**src/rtl/vga_text_console_writer.sv**
```systemverilog
// Text console writer for an 80x30 VGA character buffer.
// Turns a character stream, clear and colour events into Avalon-MM writes.
module vga_text_console_writer (
  input  logic        CLK,
  input  logic        RESET,
  input  logic        CHAR_VALID,
  input  logic [7:0]  CHAR_DATA,
  output logic        CHAR_READY,
  input  logic        CLEAR_REQ,
  input  logic        COLOR_WE,
  input  logic [31:0] COLOR_DATA,
  output logic [11:0] M_ADDR,
  output logic        M_WRITE,
  output logic [3:0]  M_BYTE_EN,
  output logic [31:0] M_WRITEDATA,
  input  logic        M_WAITREQUEST,
  output logic [6:0]  CURSOR_X,
  output logic [4:0]  CURSOR_Y,
  output logic        BUSY
);

  localparam logic [1:0] IDLE    = 2'd0;
  localparam logic [1:0] WR_CHAR = 2'd1;
  localparam logic [1:0] CLEAR   = 2'd2;
  localparam logic [1:0] WR_CTRL = 2'd3;

  logic [1:0]  state;
  logic        run;
  logic        clr_pend;
  logic        col_pend;
  logic [31:0] col_q;
  logic [9:0]  clr_cnt;
  logic [11:0] idx;
  logic [4:0]  y_inc;
  logic        idle;
  logic        done;
  logic        take_clr;
  logic        take_col;
  logic        take_chr;

  // Cell index and the various handshake/priority decisions.
  always_comb begin
    idx      = {7'd0, CURSOR_Y} * 12'd80 + {5'd0, CURSOR_X};
    y_inc    = (CURSOR_Y == 5'd29) ? 5'd0 : CURSOR_Y + 5'd1;
    idle     = run & (state == IDLE);
    done     = M_WRITE & ~M_WAITREQUEST;
    take_clr = idle & (CLEAR_REQ | clr_pend);
    take_col = idle & ~take_clr & (COLOR_WE | col_pend);
    CHAR_READY = idle & ~CLEAR_REQ & ~clr_pend
               & ~COLOR_WE & ~col_pend;
    take_chr = CHAR_READY & CHAR_VALID;
    BUSY     = (state != IDLE);
  end

  // Writer FSM, event latches, cursor and registered bus outputs.
  always_ff @(posedge CLK) begin
    if (!RESET) begin
      state       <= IDLE;
      run         <= 1'b0;
      clr_pend    <= 1'b0;
      col_pend    <= 1'b0;
      col_q       <= 32'd0;
      clr_cnt     <= 10'd0;
      CURSOR_X    <= 7'd0;
      CURSOR_Y    <= 5'd0;
      M_WRITE     <= 1'b0;
      M_ADDR      <= 12'd0;
      M_BYTE_EN   <= 4'd0;
      M_WRITEDATA <= 32'd0;
    end else begin
      run <= 1'b1;
      if (CLEAR_REQ) clr_pend <= 1'b1;
      if (COLOR_WE) begin
        col_pend <= 1'b1;
        col_q    <= COLOR_DATA;
      end
      unique case (state)
        IDLE: begin
          if (take_clr) begin
            clr_pend    <= 1'b0;
            state       <= CLEAR;
            clr_cnt     <= 10'd0;
            M_WRITE     <= 1'b1;
            M_ADDR      <= 12'd0;
            M_BYTE_EN   <= 4'hF;
            M_WRITEDATA <= 32'h2020_2020;
          end else if (take_col) begin
            col_pend    <= 1'b0;
            state       <= WR_CTRL;
            M_WRITE     <= 1'b1;
            M_ADDR      <= 12'd600;
            M_BYTE_EN   <= 4'hF;
            M_WRITEDATA <= COLOR_WE ? COLOR_DATA : col_q;
          end else if (take_chr) begin
            if (CHAR_DATA == 8'h0D) begin
              CURSOR_X <= 7'd0;
            end else if (CHAR_DATA == 8'h0A) begin
              CURSOR_X <= 7'd0;
              CURSOR_Y <= y_inc;
            end else begin
              state       <= WR_CHAR;
              M_WRITE     <= 1'b1;
              M_ADDR      <= {2'b00, idx[11:2]};
              M_BYTE_EN   <= 4'b0001 << idx[1:0];
              M_WRITEDATA <= {4{CHAR_DATA}};
            end
          end
        end
        WR_CHAR: begin
          if (done) begin
            M_WRITE <= 1'b0;
            state   <= IDLE;
            if (CURSOR_X == 7'd79) begin
              CURSOR_X <= 7'd0;
              CURSOR_Y <= y_inc;
            end else begin
              CURSOR_X <= CURSOR_X + 7'd1;
            end
          end
        end
        CLEAR: begin
          if (done) begin
            if (clr_cnt == 10'd599) begin
              M_WRITE  <= 1'b0;
              state    <= IDLE;
              CURSOR_X <= 7'd0;
              CURSOR_Y <= 5'd0;
            end else begin
              clr_cnt <= clr_cnt + 10'd1;
              M_ADDR  <= {2'b00, clr_cnt + 10'd1};
            end
          end
        end
        WR_CTRL: begin
          if (done) begin
            M_WRITE <= 1'b0;
            state   <= IDLE;
          end
        end
        default: state <= IDLE;
      endcase
    end
  end

endmodule

```
**config.mk**
```make
export PLATFORM = sky130hd
export DESIGN_NAME = vga_text_console_writer
export DESIGN_NICKNAME = d
export VERILOG_FILES = /design/src/rtl/vga_text_console_writer.sv
export SDC_FILE = /design/constraint.sdc
export NUM_CORES = 1
export LEC_CHECK = 0
export CAP_MARGIN = 10
export CORE_MARGIN = 1.5
export CORE_UTILIZATION = 50
export DETAILED_ROUTE_END_ITERATION = 10
export DONT_BUFFER_PORTS = 1
export PLACE_DENSITY = 0.64
export SLEW_MARGIN = 0
export SYNTH_ARGS = -nofsm -noshare
export SYNTH_HDL_FRONTEND = slang
export SYNTH_SLANG_ARGS = --single-unit
```
**constraint.sdc**
```tcl
create_clock -name CLK -period 3.65 [get_ports CLK]
set_clock_uncertainty 0.2 [all_clocks]
set_input_delay 0.365 -clock CLK [delete_from_list [all_inputs] [get_ports CLK]]
set_output_delay 0.365 -clock CLK [all_outputs]
set_load 0.1 [all_outputs]
```
Yosys cells after proc, flatten, opt, wreduce, memory -nomap -nowiden

Cells that the tools add are included.

Register bits after elaboration: 108
Latch bits: 0
Bits in writable memories: 0
Memory bits (read-only): 0
Bits of input ports: 46
Output and inout bits: 63
Logic and storage cells: 144
Memories kept: 0

Add/sub/neg operators: 4
Multiply operators: 1
Divide/modulo/power cells: 0
Magnitude comparators: 0
Eq/ne operators: 26
Shift-type cells: 1
Multiplexer cells: 70
Bitwise gates (word level): 18
Reductions and logical operators: 12

Operators by type and width:

| kind                                                | number |
|---|---|
| two-way mux 32 bit                                  | 6 |
| two-way mux 12 bit                                  | 7 |
| two-way mux 7 bit                                   | 9 |
| two-way mux 5 bit                                   | 10 |
| two-way mux 10 bit                                  | 3 |
| one-hot mux 12 bit (2 select lines)                 | 1 |
| one-hot mux 7 bit (3 select lines)                  | 1 |
| two-way mux 4 bit                                   | 5 |
| != test 2 bit, second input constant                | 10 |
| one-hot mux 10 bit (2 select lines)                 | 1 |
| equality test 8 x 4 -> 1 bit, second input constant | 2 |
| two-way mux 1 bit                                   | 16 |
| two-way mux 2 bit                                   | 8 |
| one-hot mux 5 bit (3 select lines)                  | 1 |
| adder 12 x 7 -> 12 bit                              | 1 |
| != test 4 bit, second input constant                | 3 |
| AND reduction 6 bit                                 | 2 |
| adder 10 x 1 -> 10 bit, second input constant       | 1 |
| bitwise AND 1 bit                                   | 10 |
| equality test 10 bit, second input constant         | 1 |
| AND reduction 10 bit                                | 1 |
| multiplier 5 x 3 -> 8 bit, second input constant    | 1 |
| AND reduction 4 bit                                 | 2 |
| AND reduction 8 bit                                 | 1 |
| 18 further kinds                                    | 29 |

Longest topological paths before layout

Depth in word-level cells: 11
Depth in mapped cells: 9
Depth with buffers taken out: 8

Worst setup path before layout

Ideal clock, no wire load.

Path type: input port to flip-flop
Start point: input port COLOR_WE
End point: register M_WRITEDATA[13]
Setup time: 0.122 ns
Arrival: 3.470 ns
Data required time: 3.328 ns
Setup slack: -0.142 ns
Cell stages on the path: 7
Buffers on the path: 1
Cells stage by stage: clkbuf_1 or4_1 nor2_1 nand3b_1 o31a_1 o21ai_0 a21oi_1

Word-level cells in the longest chain between the ends: 6
Elaborated cells on any way between the ends: 13
Those cells by class: 2 x eq/ne; 3 x mux; 6 x bitwise; 2 x reduce/logical

Ends and longest elaborated chain:

| what                            | RTL line | source |
|---|---|---|
| start, declared                 | 10       | `input logic COLOR_WE,` |
| inverter 1 bit                  | 50       | `& ~COLOR_WE & ~col_pend;` |
| bitwise AND 1 bit (2 in series) | 50       |  |
| net CHAR_READY                  | 8        | `output logic CHAR_READY,` |
| bitwise AND 1 bit               | 51       | `take_chr = CHAR_READY & CHAR_VALID;` |
| nonzero test 3 bit (no line)    | -        |  |
| AND reduction 4 bit (no line)   | -        |  |
| end signal, assigned            | 93       | `M_WRITEDATA <= COLOR_WE ? COLOR_DATA : col_q;` |
| end signal, assigned            | 105      | `M_WRITEDATA <= {4{CHAR_DATA}};` |
| end, declared                   | 15       | `output logic [31:0] M_WRITEDATA,` |

The timed path passes the listed nets, and every way through them passes these cells.
A chain may end at the register's enable or synchronous reset.

Final worst setup path

Start point: register state[0]
End point: register M_WRITEDATA[1]

Word-level cells in the longest chain between the ends: 9
Elaborated cells on any way between the ends: 17
Those cells by class: 2 x eq/ne; 2 x mux; 10 x bitwise; 3 x reduce/logical

Ends and longest elaborated chain:

| what                            | RTL line | source |
|---|---|---|
| start, declared                 | 27       | `logic [1:0] state;` |
| start signal, assigned          | 58       | `state <= IDLE;` |
| start signal, assigned          | 81       | `state <= CLEAR;` |
| start signal, assigned          | 89       | `state <= WR_CTRL;` |
| zero test 2 bit *               | 45, 77   |  |
| bitwise AND 1 bit               | 45       | `idle = run & (state == IDLE);` |
| bitwise AND 1 bit (2 in series) | 49       | `CHAR_READY = idle & ~CLEAR_REQ & ~clr_pend` |
| bitwise AND 1 bit (2 in series) | 50       |  |
| bitwise AND 1 bit               | 51       |  |
| nonzero test 3 bit (no line)    | -        |  |
| AND reduction 4 bit (no line)   | -        |  |

Mark *: on every way between the ends. The rest lies on a longest branch, timed or not.

==> results by group <==
Outcome
  – Outcome: finished with violations
  – Violated checks: hold timing

Die
  – Die height: 102 um
  – Core area: 9680 um2
  – Initial core utilization: 51.0%
  – Site row count: 36
  – Io pins: 109
  – Die Wd: between 100 and 150 um
  – Die area: 10,500 um2

Clock network
  – Clock Sinks: 106
  – Num CTS Buffers: 9
  – H-Tree Depth: 3
  – CTS-repair resized insts: 0
  – Postcts setup bufs: 0
  – Latest clock arrival within the worst-skew pair: 390 ps
  – Root Buffer: clkbuf_8
  – Clk buf depth: 2
  – CTS tree: yes
  – Hold Buf Count CTS: 62
  – Worst-path clk slew: between 100 and 150 ps

Yosys
  – Yosys synthesis warning count: 0
  – Seq cells post-synth: 106
  – Number of synthesized flops with an enable pin: 0
  – Synth cell types: 56
  – Post-synth top area share: between 40 and 50%
  – Synth area leader: dfxtp_1
  – Post-synthesis sequential area ratio: about 43%
  – Most common cell in the netlist: nor2_1
  – Mean Syn Cell Area: about 8.8 um2
  – Synth cell count leaders: 108 x nor2_1, 106 x dfxtp_1, 67 x a21oi_1
  – Synth async-reset ratio: 0%
  – Top post-synthesis cells by area: dfxtp_1 43%, mux2i_1 8.5%, nor2_1 8.2%
  – Synth Flop Type: dfxtp_1
  – Post-synthesis cell count: 560
  – Synth Cell Area: 4940 um2

STA
  – Final setup margin: 724 ps
  – WHS: -6.75 ps
  – Setup TNS Final: 0 ps
  – Period Utilization, post-route: around four fifths
  – Max-slew headroom: 29.9%
  – RSZ-0062 raised after global routing: false
  – Tmin final: 2930 ps
  – Worst-Margin Slew: 1050 ps
  – Hold Fails Final Rpt: 1
  – Max-slew violations: 0
  – Finish-stage setup viols: 0
  – F_max: around 0.34 GHz

Drt
  – Drt first pass iters: 5
  – Routed len/inst: 17.3 um
  – Vias/cell: around 5.7
  – Vias: 4,329
  – Final ANT Viol Nets: 0
  – DRT iter0 DRCs: 250
  – Drt total wl: 13.2 mm
  – DRC viols: 0

Critical path
  – Cell family with most CP delay: simple AND/OR/NAND/NOR gates
  – Critical Path AT: 3040 ps
  – CP Data Required Time: 3760 ps
  – CP endpoint kind: flip-flop
  – Crit Path Category: flip-flop to flip-flop
  – CP peak stage delay: 570 ps
  – Slowest cell on the critical path: or3b_2
  – Crit-path cells: or3b_2 > nor3_4 > buf_4 > o21ai_0 > a211oi_1 > a21oi_1 > nor2_1
  – Number of buffers and inverters on the critical path: 1
  – CP max FO: 14
  – Reg2Reg Setup Slack: 720 ps
  – Crit start category: flip-flop

Layout
  – ANT cells: 0
  – Nets: about 700
  – Fill count: 840
  – Synth-to-Final Area Change: 20.7%
  – Share of layout cells above drive strength 1: 8.93%

Hold path
  – Tightest Hold Check Type: primary input to flip-flop

Global route
  – Initial antenna violation count: 0
  – Remaining Overflow, GRT: 0
  – Global-route wire length before repair: about 21 mm
  – Pin count of the biggest net entering global routing: 59
  – Vias in the first global route: roughly 4,100
  – Gr usage total: 25.5%

Power and ir drop
  – Peak supply drop: 372 uV
  – Overall power: ~0.0029 W
  – PwrDens: 482 nW/um2
  – Leakage power: 2.36 nW

Job
  – Max Cap Viol: 0

Placed design
  – Post-DP HPWL: 8.73 mm
  – Number of buffers added on ports: 0
  – GPL Wtd Cong: 0.906
  – Post-Place Setup Slack: 797 ps
placed cells by master (no fill, tap or decap), drive strengths merged, types with 3 or more instances in the layout:
cell	instances
nor2	108
dfxtp	106
a21oi	67
dlygate4sd3	62
mux2i	42
a211oi	37
o21ai	27
buf	21
nand2	18
ha	16
nand3	14
xnor2	12
inv	10
clkbuf	9
or3	8
nor3	8
nand2b	4
xor2	4
o22ai	4
and3	4
nor3b	3
a21o	3
clkinv	3
worst register-to-register path, cell delays in order, from the launching register on:
cell and delay (ps):
dfxtp_1 460, or3b_2 570, nor3_4 450, buf_4 280
o21ai_0 330, a211oi_1 360, a21oi_1 60, nor2_1 150
path summary, 6_finish.rpt:
check / from / end / cells after the start
max reg2reg: state[0]$_SDFFE_PN0P_ / M_WRITEDATA[1]$_SDFFE_PN0P_ / 7
max: state[0]$_SDFFE_PN0P_ / M_WRITEDATA[1]$_SDFFE_PN0P_ / 7
min reg2reg: clr_cnt[1]$_SDFFE_PN0P_ / clr_cnt[1]$_SDFFE_PN0P_ / 2
min: COLOR_WE / col_q[11]$_SDFF_PN0_ / 2
layout make-up:
| cell class | count | area [um2] | area share [%] |
|---|---|---|---|
| Tap cell | 133 | 166 | 2.79 |
| Clock inverter | 7 | 86.3 | 1.45 |
| Inverter | 7 | 26.3 | 0.441 |
| Multi-Input combinational cell | 415 | 2660 | 44.6 |
| Clock buffer | 9 | 124 | 2.08 |
| Timing Repair Buffer | 83 | 778 | 13.1 |
| Sequential cell | 106 | 2120 | 35.6 |
stage by stage:
step | std cells | hold WS [ps] | utilization, % | area [um2]
finish | 760 | -6.75 | 61.5 | 5960
global route | 760 | 4.53 | 61.5 | 5960
CTS | 760 | 2.11 | 61.5 | 5960
detailed placement | 682 | 195 | 52.9 | 5130
global placement | 682 | 194 | 52.9 | 5130
floorplan | 561 | 193 | - | 4940
sequential cells by signal, summed over array words and instances, names as in the netlist:
register	flops
CURSOR_X	7
CURSOR_Y	5
M_ADDR	10
M_BYTE_EN	4
M_WRITE	1
M_WRITEDATA	32
clr_cnt	10
clr_pend	1
col_pend	1
col_q	32
run	1
state	2
routing by layer:
layer	part of all wire [%]	up-vias	wire [um]	track usage (%)
met4	2.4	0	319	10.4
met5	0	-	0	0
met3	8.3	23	1090	6.29
li1	-	2111	-	-
met1	41	2043	5440	31.0
met2	48	152	6330	43.1
report_power, final:
group	leakage, nW	internal (W)	total (W)	switching [W]
Combinational	1.38	0.000169	0.000425	0.000255
Sequential	0.870	0.00124	0.00167	0.000437
Clock	0.107	0.000331	0.000776	0.000445
cell families after synthesis:
kind of cell	share of synthesized area [%]
adders and majority gates	4.87
AOI/OAI and AO/OA	18.9
xor gates and xnor gates	2.84
buffers and inverters	3.85
other	0.0760
and+or+nand+nor	18.0
muxes	8.51
DFF	43.0
Note: power is estimated with default switching activity, not from simulation.
